===== src/rtl/uart_rx_fifo.sv =====
// Receive-side frame buffer behind the UART receiver.
// Captures {stop_err, parity_err, p_data} on each rising edge of valid_data into a
// circular FIFO, and offers a registered pop port plus occupancy, overflow and error-count status.
module uart_rx_fifo #(
    parameter int unsigned DEPTH    = 8,
    parameter int unsigned ADDR_W   = 3,
    parameter bit          DROP_ERR = 1'b0
) (
    input  logic              clk2,
    input  logic              rst,
    input  logic [7:0]        p_data,
    input  logic              valid_data,
    input  logic              parity_err,
    input  logic              stop_err,
    input  logic              rd_en,
    output logic [7:0]        rd_data,
    output logic              rd_perr,
    output logic              rd_serr,
    output logic              rd_valid,
    output logic              empty,
    output logic              full,
    output logic [ADDR_W:0]   count,
    output logic              ovf,
    input  logic              ovf_clr,
    output logic [7:0]        err_cnt
);

    localparam logic [ADDR_W:0]   CntOne  = (ADDR_W + 1)'(1);
    localparam logic [ADDR_W:0]   CntFull = (ADDR_W + 1)'(DEPTH);
    localparam logic [ADDR_W-1:0] PtrOne  = ADDR_W'(1);

    logic [9:0]        mem_q [DEPTH];
    logic [ADDR_W-1:0] wr_ptr_q, wr_ptr_d;
    logic [ADDR_W-1:0] rd_ptr_q, rd_ptr_d;
    logic [ADDR_W:0]   count_q, count_d;
    logic              valid_q;
    logic              ovf_q, ovf_d;
    logic [7:0]        err_cnt_q, err_cnt_d;
    logic [9:0]        rd_entry_q, rd_entry_d;
    logic              rd_valid_q;

    logic cap, ferr, wr, rd_acc, wr_acc, empty_w, full_w;

    assign empty_w = (count_q == '0);
    assign full_w  = (count_q == CntFull);

    // Capture/accept decode and next-state for pointers, occupancy and status.
    always_comb begin
        cap    = valid_data & ~valid_q;
        ferr   = parity_err | stop_err;
        wr     = cap & ~(DROP_ERR & ferr);
        rd_acc = rd_en & ~empty_w;
        // A read in the same cycle frees a slot, so a full FIFO can still take the write.
        wr_acc = wr & (~full_w | rd_acc);

        wr_ptr_d   = wr_acc ? wr_ptr_q + PtrOne : wr_ptr_q;
        rd_ptr_d   = rd_acc ? rd_ptr_q + PtrOne : rd_ptr_q;
        rd_entry_d = rd_acc ? mem_q[rd_ptr_q] : rd_entry_q;

        count_d = count_q;
        unique case ({wr_acc, rd_acc})
            2'b10:   count_d = count_q + CntOne;
            2'b01:   count_d = count_q - CntOne;
            default: count_d = count_q;
        endcase

        // Set has priority over clear.
        ovf_d = ovf_q;
        if (wr & ~wr_acc) begin
            ovf_d = 1'b1;
        end else if (ovf_clr) begin
            ovf_d = 1'b0;
        end

        err_cnt_d = err_cnt_q;
        if (cap & ferr & (err_cnt_q != 8'hFF)) begin
            err_cnt_d = err_cnt_q + 8'd1;
        end
    end

    // Control and status state.
    always_ff @(posedge clk2 or posedge rst) begin
        if (rst) begin
            wr_ptr_q   <= '0;
            rd_ptr_q   <= '0;
            count_q    <= '0;
            valid_q    <= 1'b0;
            ovf_q      <= 1'b0;
            err_cnt_q  <= '0;
            rd_entry_q <= '0;
            rd_valid_q <= 1'b0;
        end else begin
            wr_ptr_q   <= wr_ptr_d;
            rd_ptr_q   <= rd_ptr_d;
            count_q    <= count_d;
            valid_q    <= valid_data;
            ovf_q      <= ovf_d;
            err_cnt_q  <= err_cnt_d;
            rd_entry_q <= rd_entry_d;
            rd_valid_q <= rd_acc;
        end
    end

    // Storage array; contents are don't-care after reset.
    always_ff @(posedge clk2) begin
        if (wr_acc) begin
            mem_q[wr_ptr_q] <= {stop_err, parity_err, p_data};
        end
    end

    assign rd_data  = rd_entry_q[7:0];
    assign rd_perr  = rd_entry_q[8];
    assign rd_serr  = rd_entry_q[9];
    assign rd_valid = rd_valid_q;
    assign empty    = empty_w;
    assign full     = full_w;
    assign count    = count_q;
    assign ovf      = ovf_q;
    assign err_cnt  = err_cnt_q;

endmodule

===== config.mk =====
export PLATFORM = sky130hd
export DESIGN_NAME = uart_rx_fifo
export DESIGN_NICKNAME = d
export VERILOG_FILES = /design/src/rtl/uart_rx_fifo.sv
export SDC_FILE = /design/constraint.sdc
export NUM_CORES = 1
export LEC_CHECK = 0
export CELL_PAD_IN_SITES_DETAIL_PLACEMENT = 0
export CELL_PAD_IN_SITES_GLOBAL_PLACEMENT = 1
export CORE_ASPECT_RATIO = 0.5
export CORE_MARGIN = 2
export CORE_UTILIZATION = 48
export DETAILED_ROUTE_END_ITERATION = 10
export GPL_ROUTABILITY_DRIVEN = 0
export HOLD_SLACK_MARGIN = 0.08
export PLACE_DENSITY_LB_ADDON = 0.08
export SETUP_SLACK_MARGIN = 0.02
export SLEW_MARGIN = 20
export SYNTH_ARGS = -nofsm -noshare
export SYNTH_HDL_FRONTEND = slang
export SYNTH_SLANG_ARGS = --single-unit
export TNS_END_PERCENT = 10

===== constraint.sdc =====
create_clock -name clk2 -period 3.1 [get_ports clk2]
set_input_delay 0.62 -clock clk2 [delete_from_list [all_inputs] [get_ports clk2]]
set_output_delay 0.62 -clock clk2 [all_outputs]
set_load 0.005 [all_outputs]

# --- Word level (Yosys, flattened, before mapping) ---
# Memories as Yosys holds them, arrays and structs flattened. A register that Yosys moved wholly into a read port is not among the register bits.
# Cells that the tools add are included.
word_totals:
  register_bits: 21
  ramBits: 80
  input_bits: 15
  n_memories: 1
op_classes:
  addsub: 5
  n_eq_ne: 4
  muxes: 5
  bitwise_logic: 12
  n_reduce_logical: 3
mem_list:
  columns: ["memory", "depth", "width", "read_ports", "rd_ports_with_merged_regs", "wr", "line", "rtl"]
  rows:
  - ["mem_q", 8, 10, 1, 1, 1, "32", "logic [9:0] mem_q [DEPTH];"]
ops:
  columns: ["operator", "count"]
  rows:
  - ["$add A8 B1 Y8 const B", 1]
  - ["$ne A8 B8 Y1 const B", 1]
  - ["$pmux W4 S2", 1]
  - ["$add A3 B1 Y3 const B", 2]
  - ["$and A1 B1 Y1", 6]
  - ["$add A4 B1 Y4 const B", 1]
  - ["$eq A4 B4 Y1 const B", 1]
  - ["$logic_not A4 Y1", 1]
  - ["$mux W1", 4]
  - ["$not A1 Y1", 4]
  - ["$reduce_bool A2 Y1", 2]
  - ["$sub A4 B1 Y4 const B", 1]
  - ["$eq A2 B1 Y1 const B", 1]
  - ["$eq A2 B2 Y1 const B", 1]
  - ["$or A1 B1 Y1", 2]

# --- Depth between registers and ports, before layout ---
# Gate-level depths: netlist (run 1).
logic_depth:
  depth_word: 8
  depth_mapped: 9
  mapped_depth_nobuf: 8

# --- Worst setup path before layout (run 1) ---
# Ideal clock, no wire load.
synth_path:
  path_kind: "input to register"
  from: "input port valid_data"
  to: "memory mem_q[0][0] (enable)"
  setup_ns: 0.390
  arrival_time_ns: 2.082
  required_time_ns: 2.710
  setup_slack_ns: 0.628
  cell_stages: 5
  cell_sequence: "nor2b_1 -> clkbuf_1 -> o31a_1 -> nand2b_1 -> nor3_1"
synth_between:
  elab_chain_cells: 4
synth_rtl:
  columns: ["item", "line", "rtl"]
  rows:
  - ["from (decl)", "12", "input logic valid_data,"]
  - ["$and A1 B1 Y1", "49", "cap = valid_data & ~valid_q;"]
  - ["$and A1 B1 Y1", "54", "wr_acc = wr & (~full_w | rd_acc);"]
  - ["$mux W1", "106", "if (wr_acc) begin"]
  - ["$mux W1 (implied by the code)", "107", "mem_q[wr_ptr_q] <= {stop_err, parity_err, p_data};"]
  - ["to (decl)", "32", null]
# No other way between the ends.

# --- Final worst setup path (run 1) ---
layout_path:
  from: "input port valid_data"
  to: "register count_q[3], in the netlist count[3]"
layout_between:
  elab_chain_cells: 4
  word_cells_on_any_way: 6
  classes_between: "eq/ne (2); mux (1); bitwise (2); reduce/logical (1)"
layout_rtl:
  columns: ["item", "line", "rtl"]
  rows:
  - ["$and A1 B1 Y1 (*)", "49", null]
  - ["$and A1 B1 Y1 (*)", "54", null]
  - ["$eq A2 B1 Y1 / $eq A2 B2 Y1 (equally long branches)", "61", "unique case ({wr_acc, rd_acc})"]
  - ["$pmux W4 S2 / $reduce_bool A2 Y1 (equally long branches)", null, null]
  - ["to (signal assigned)", "95", "count_q <= count_d;"]
  - ["to (decl)", "35", "logic [ADDR_W:0] count_q, count_d;"]
# Every way passes the cells marked *; elsewhere a longest branch is shown, timed or not.
# A chain may end at the register's enable or synchronous reset.

==> results of run 1 <==
-- final cells by class --
class	instances	area [um^2]
fillers	674	3470
well taps	117	146
flip-flops and latches	111	3180
clock inverters	5	66.3
clock buffers	10	229
multi-input cells	143	1270
inverters	8	30.0
repair buffers	56	520
-- logic make-up after synthesis --
kind of cell               Yosys count
buffers and inverters               18
AOI/OAI and AO/OA                   30
muxes                               36
DFF                                111
adders and majority gates            6
and+or+nand+nor                     62
xor gates and xnor gates             9
-- layer usage --
metal  vias to the layer above  share of wire  global-route usage
li1                       1156              -                   -
met1                      1296           0.48               0.253
met2                        61           0.46               0.289
met3                        14          0.043              0.0466
met4                         0          0.015              0.0600
met5                         -              0                   0
-- cells in the final DEF (no fill, tap or decap), types with 2 or more instances in the layout --
master,instances
ha_1,5
mux2_2,2
nand3_1,5
o221ai_1,2
edfxtp_1,80
nand4_1,3
nor2_1,14
o21ai_1,4
and3_1,2
inv_1,7
o21ai_0,9
xor2_1,2
mux4_2,20
nand2_1,22
o211ai_1,2
nor3_1,6
buf_4,16
clkdlybuf4s50_1,40
dfrtp_1,31
mux2i_1,13
nand2b_1,5
a21oi_1,6
clkbuf_16,9
xnor2_1,7
-- per-stage QoR --
stage / cell area (um^2) / total power [mW] / utilization
after floorplan: 4520 / 2.97 / -
after global placement: 5150 / 3.54 / 0.577
after detailed placement: 5150 / 3.60 / 0.577
after CTS: 5450 / 4.74 / 0.611
after global routing: 5450 / 4.95 / 0.611
final: 5450 / 4.69 / 0.611
-- registers in the layout, indices dropped and copies added (netlist names) --
name / flops
err_cnt: 8
rd_entry_q: 10
valid_q: 1
mem_q: 80
ovf: 1
wr_ptr_q: 3
rd_valid: 1
count: 4
rd_ptr_q: 3
-- worst max-delay path: cells and delay by family --
kind            cells  cell delay [ns]
simple gates        3             0.82
compound gates      2             0.31
buf+inv             1             0.49
fa+ha+maj           1             0.35
mux                 1             0.20
-- power by group through the flow --
stage | Combinational [mW] | Clock, mW | Sequential (mW)
finish | 1.41 | 1.14 | 2.15
global route | 1.54 | 1.23 | 2.19
CTS | 1.42 | 1.17 | 2.15
detailed placement | 1.42 | 0 | 2.18
global placement | 1.38 | 0 | 2.17
floorplan | 0.919 | 0 | 2.05
-- path summary, 6_finish.rpt --
path                                from             to  slack (ns)  cells past startpoint
max reg2reg                     count[1]       count[3]        0.87                      7
min                        rd_entry_q[1]  rd_entry_q[1]        0.48                      2
max                           valid_data       count[3]        0.51                      8
min in group asynchronous            rst    rd_ptr_q[1]        0.66                      3
max in group asynchronous            rst     err_cnt[4]        2.15                      3
min reg2reg                rd_entry_q[1]  rd_entry_q[1]        0.48                      2
==> results.py, run 1 <==
metrics = {
    "clock_network": {
        "root_buffer": "clkbuf_16",
        "cts_setup_buffers": 0,
        "holdBufCountCts": 0,
        "cts_tree": "yes",
        "worstSkewPairLatency_ns": 0.34,
        "ctsResizeCount": 0,
        "cts_made_buffers": 9,
        "cts.path.max_buffers": 2,
        "cts.clk_slew.worst_paths_ns": 0.07,
        "cts.sinks": 111,
        "htreeDepth": 3,
    },
    "power": {
        "p_leak_nw": 1.96,
        "power_frac_comb": 0.300,
        "p_switching_mw": 1.42,
        "powerDensity_nw_per_um2": 862,
        "ir_worst_vdd_v": 0.000308,
        "power_frac_clock": 0.242,
        "p_seq_frac": 0.459,
        "power.internal_mw": 3.27,
        "switching_share": 0.303,
    },
    "grt": {
        "grt-ovfl-total": 0,
        "grt_max_degree": 32,
        "antenna_found_initial": 0,
        "grt_pass1_vias": 2510,
        "grt.total_usage": 0.182,
        "grt_pass1_wl_mm": 13.4,
    },
    "timing": {
        "tightest_slew_ns": 0.928,
        "hold_viol": 0,
        "relSlewSlack": 0.382,
        "setup_slack_ns": 0.506,
        "worst_clock_skew_ns": 0.00731,
        "worst_hold_slack_ns": 0.480,
        "slew_violations": 0,
        "min_period_ns": 2.59,
        "timing.setup.tns_ns": 0,
        "fmax_mhz": 386,
        "rsz0062_at_grt": "false",
        "final.period_utilization": 0.837,
        "finalSetupViolations": 0,
    },
    "route": {
        "drt-total-wl_mm": 8.61,
        "drt_iter0_markers": 143,
        "firstDrtPassIters": 5,
        "wire_per_inst_um": 19.1,
        "vias": 2527,
        "via_per_inst": 5.62,
        "ant_nets": 0,
        "drc": 0,
    },
    "synthesis": {
        "syn_area_per_cell_um2": 16.6,
        "synth_compound_area_frac": 0.0426,
        "synth_top_family_by_area": "multiplexers",
        "synth-edff-count": 80,
        "yosys-top-cells-count": "edfxtp_1 (80), dfrtp_1 (31), nand2_1 (22), mux4_2 (20), nor2_1 (14)",
        "syn-instance-count": 272,
        "synth_area_um2": 4520,
        "synth.distinct_cells": 39,
        "yosysWarnings": 0,
        "netlist.top_cell.by_area": "edfxtp_1",
        "syn_nets": 293,
        "synthArstFlopShare": 0.279,
        "seq_area_frac_synth": 0.703,
        "netlist_top_cells_area": "edfxtp_1 (53%), dfrtp_1 (17%), mux4_2 (10%)",
        "ys_seq_elements": 111,
        "yosys.cell_count.top_type": "edfxtp_1",
        "synth_simple_gate_area_frac": 0.0645,
        "yosysTopAreaCellShare": 0.531,
        "ys.flop_type": "edfxtp_1",
        "synth_xor_area_frac": 0.0174,
        "synthMuxAreaShare": 0.137,
        "synthAdderAreaFrac": 0.0183,
    },
    "outcome": {
        "status": "finished clean",
    },
    "worst_setup_path": {
        "cp-end-kind": "flip-flop",
        "path_cells": "clkdlybuf4s50_1, nor2b_1, nor2_1, ha_1, a21oi_1, and2_1, mux2i_1, o221ai_1",
        "timing_worst_setup_path_type": "input pin to flip-flop",
        "cp.arrival_ns": 2.81,
        "cpMaxStageDelayCell": "clkdlybuf4s50_1",
        "worst-path-max-fanout": 8,
        "start_kind": "input pin",
        "cpPeakStageDelay_ns": 0.49,
        "required_ns": 3.31,
    },
    "placement": {
        "post-place-ws_ns": 0.169,
        "place_inst": 435,
        "post-dp-hpwl_mm": 5.54,
        "port_buffers": 40,
    },
    "floorplanning": {
        "die_h_um": 72.6,
        "num_rows": 24,
        "die_width_um": 141,
        "core_area_um2": 8920,
        "die_area_um2": 10300,
        "io_pins": 41,
        "start_util": 0.507,
    },
    "cells_and_area": {
        "stdcell_count": 450,
        "fin_nets": 350,
        "drive_gt1_frac": 0.168,
        "antennaDiodeCount": 0,
        "syn2layout_area_growth_pct": 20.5,
    },
    "worst_hold_path": {
        "hold_path_class": "flip-flop to flip-flop",
    },
    "flow_run": {
        "max_cap_viol_count": 0,
    },
}
Note: power is estimated with default switching activity, not from simulation.
==> run 2, diff against run 1 <==
==> constraint.sdc (replaced) <==
create_clock -name clk2 -period 2.4 [get_ports clk2]
set_input_delay 0.48 -clock clk2 [delete_from_list [all_inputs] [get_ports clk2]]
set_output_delay 0.48 -clock clk2 [all_outputs]
set_load 0.005 [all_outputs]
==> results.py, run 2 (synthesis results as in run 1) <==
metrics = {
    "outcome": {
        "status": "finished clean",
    },
    "timing": {
        "min_period_ns": 2.33,
        "worst_clock_skew_ns": 0.00633,
        "relSlewSlack": 0.546,
        "finalSetupViolations": 0,
        "fmax_mhz": 429,
        "final.period_utilization": 0.972,
        "rsz0062_at_grt": "true",
        "hold_viol": 0,
        "slew_violations": 0,
        "tightest_slew_ns": 0.680,
    },
    "grt": {
        "busiest_layer": "met1",
        "grt.total_usage": 0.187,
        "antenna_found_initial": 0,
        "grt-ovfl-total": 0,
        "grt_pass1_vias": 2597,
        "grt_pass1_wl_mm": 14.1,
        "grtUsageMet2": 0.280,
        "met1_usage": 0.282,
        "grt_max_degree": 32,
        "met3_usage": 0.0564,
    },
    "cells_and_area": {
        "syn2layout_area_growth_pct": 22.5,
        "drive_gt1_frac": 0.218,
        "layout_common_cells": "edfxtp_1 (80), clkdlybuf4s50_1 (40), buf_4 (31)",
        "antennaDiodeCount": 0,
        "regMostFlops": "mem_q",
        "fin_nets": 365,
        "layout_commonest_cell": "edfxtp_1",
        "largest_register_ffs": 80,
        "utilization": 0.621,
        "n_fill_cell": 684,
    },
    "route": {
        "via_per_inst": 5.48,
        "drt_iter0_markers": 168,
        "drc": 0,
        "drt-total-wl_mm": 8.66,
        "vias": 2548,
        "ant_nets": 0,
        "wire_per_inst_um": 18.6,
        "firstDrtPassIters": 5,
    },
    "floorplanning": {
        "core_area_um2": 8920,
        "die_h_um": 72.6,
        "die_width_um": 141,
        "num_rows": 24,
        "io_pins": 41,
        "die_area_um2": 10300,
        "start_util": 0.507,
    },
    "clock_network": {
        "htreeDepth": 3,
        "cts_made_buffers": 9,
        "cts.sinks": 111,
        "cts.path.max_buffers": 2,
        "root_buffer": "clkbuf_16",
        "cts_tree": "yes",
        "worstSkewPairLatency_ns": 0.34,
        "cts.clk_slew.worst_paths_ns": 0.07,
    },
    "worst_setup_path": {
        "path_cells": "or3_4, nor2_2, clkdlybuf4s50_1",
        "cpPeakStageDelay_ns": 0.51,
        "worst-path-max-fanout": 5,
        "cp.arrival_ns": 1.85,
        "required_ns": 1.92,
        "cp-end-kind": "output port",
        "timing_worst_setup_path_type": "flip-flop to output port",
        "start_kind": "flip-flop",
        "cpMaxStageDelayCell": "clkdlybuf4s50_1",
    },
    "placement": {
        "post-dp-hpwl_mm": 6.08,
        "port_buffers": 40,
    },
    "power": {
        "p_switching_mw": 1.85,
        "power_frac_clock": 0.223,
        "power_frac_comb": 0.330,
        "ir_worst_vdd_v": 0.000514,
        "p_seq_frac": 0.446,
        "switching_share": 0.306,
        "p_leak_nw": 2.02,
        "p_total_mw": 6.05,
        "power.internal_mw": 4.20,
        "powerDensity_nw_per_um2": 1090,
    },
    "flow_run": {
        "max_cap_viol_count": 0,
    },
    "worst_hold_path": {
        "hold_path_class": "flip-flop to flip-flop",
    },
}
[run 2: cell count changes in the layout (fill, tap and decap cells not counted), moves of 2 or more]
| cell | change |
|---|---|
| nor2_1 | -2 |
| dfrtp_1 | -3 |
| inv_6 | +2 |
| buf_4 | +15 |
| nor2_2 | +2 |
| dfrtp_2 | +3 |
[run 2: critical path: cells and delay by family (launching register included)]
kind,cells,cell delay (ns)
and+or+nand+nor,2,0.57
buffers and inverters,1,0.51
DFF,1,0.45
[run 2: final cells by class]
class	count	area [um^2]	share of cell area
repair buffers	71	633	0.114
clock inverters	6	42.5	0.00768
multi-input cells	143	1280	0.231
flip-flops and latches	111	3180	0.574
clock buffers	9	225	0.0407
well taps	117	146	0.0264
inverters	8	30.0	0.00542
[run 2: per-stage QoR]
| step | area [um^2] | TNS [ns] | std cells | hold slack, ns | setup slack (ns) |
|---|---|---|---|---|---|
| final | 5540 | 0 | 465 | 0.483 | 0.0665 |
| after detailed placement | 5250 | -0.468 | 448 | 0.471 | -0.137 |
| after global placement | 5250 | -0.0376 | 448 | 0.462 | -0.0298 |
| after global routing | 5540 | -0.00101 | 465 | 0.525 | -0.00101 |
| after CTS | 5520 | 0 | 463 | 0.487 | 0.0336 |
| after floorplan | 4520 | 0 | 272 | 0.473 | 0.0682 |
[run 2: repair_timing]
item	4_1_cts	5_1_grt
endpoints found under the setup margin	1	3
setup buffers	0	2
hold buffers	0	0
gates resized for setup	3	2
endpoints found under the hold margin	0	0
[run 2: power groups by stage]
| stage | Sequential, mW | Clock [mW] | Combinational, mW |
|---|---|---|---|
| 2_1_floorplan | 2.65 | 0 | 1.19 |
| 3_3_place_gp | 2.73 | 0 | 1.93 |
| 3_5_place_dp | 2.74 | 0 | 1.98 |
| 4_1_cts | 2.71 | 1.39 | 1.99 |
| 5_1_grt | 2.75 | 1.47 | 2.21 |
| 6_report | 2.70 | 1.35 | 2.00 |
[run 2: path summary, 6_finish.rpt]
check / start / endpoint / slack [ns] / depth (start not counted)
setup / recovery: count[0] / empty / 0.07 / 3
hold / removal: rd_entry_q[0] / rd_entry_q[0] / 0.48 / 2
setup reg to reg: count[0] / count[3] / 0.26 / 7
hold reg to reg: rd_entry_q[0] / rd_entry_q[0] / 0.48 / 2
max in group asynchronous: rst / count[2] / 1.56 / 3
min in group asynchronous: rst / rd_entry_q[5] / 0.52 / 3
[run 2: metal layers]
metal,vias to the layer above,share of wire
li1,1194,-
met1,1291,0.50
met2,61,0.44
met3,2,0.052
met4,0,0.0031
met5,-,0
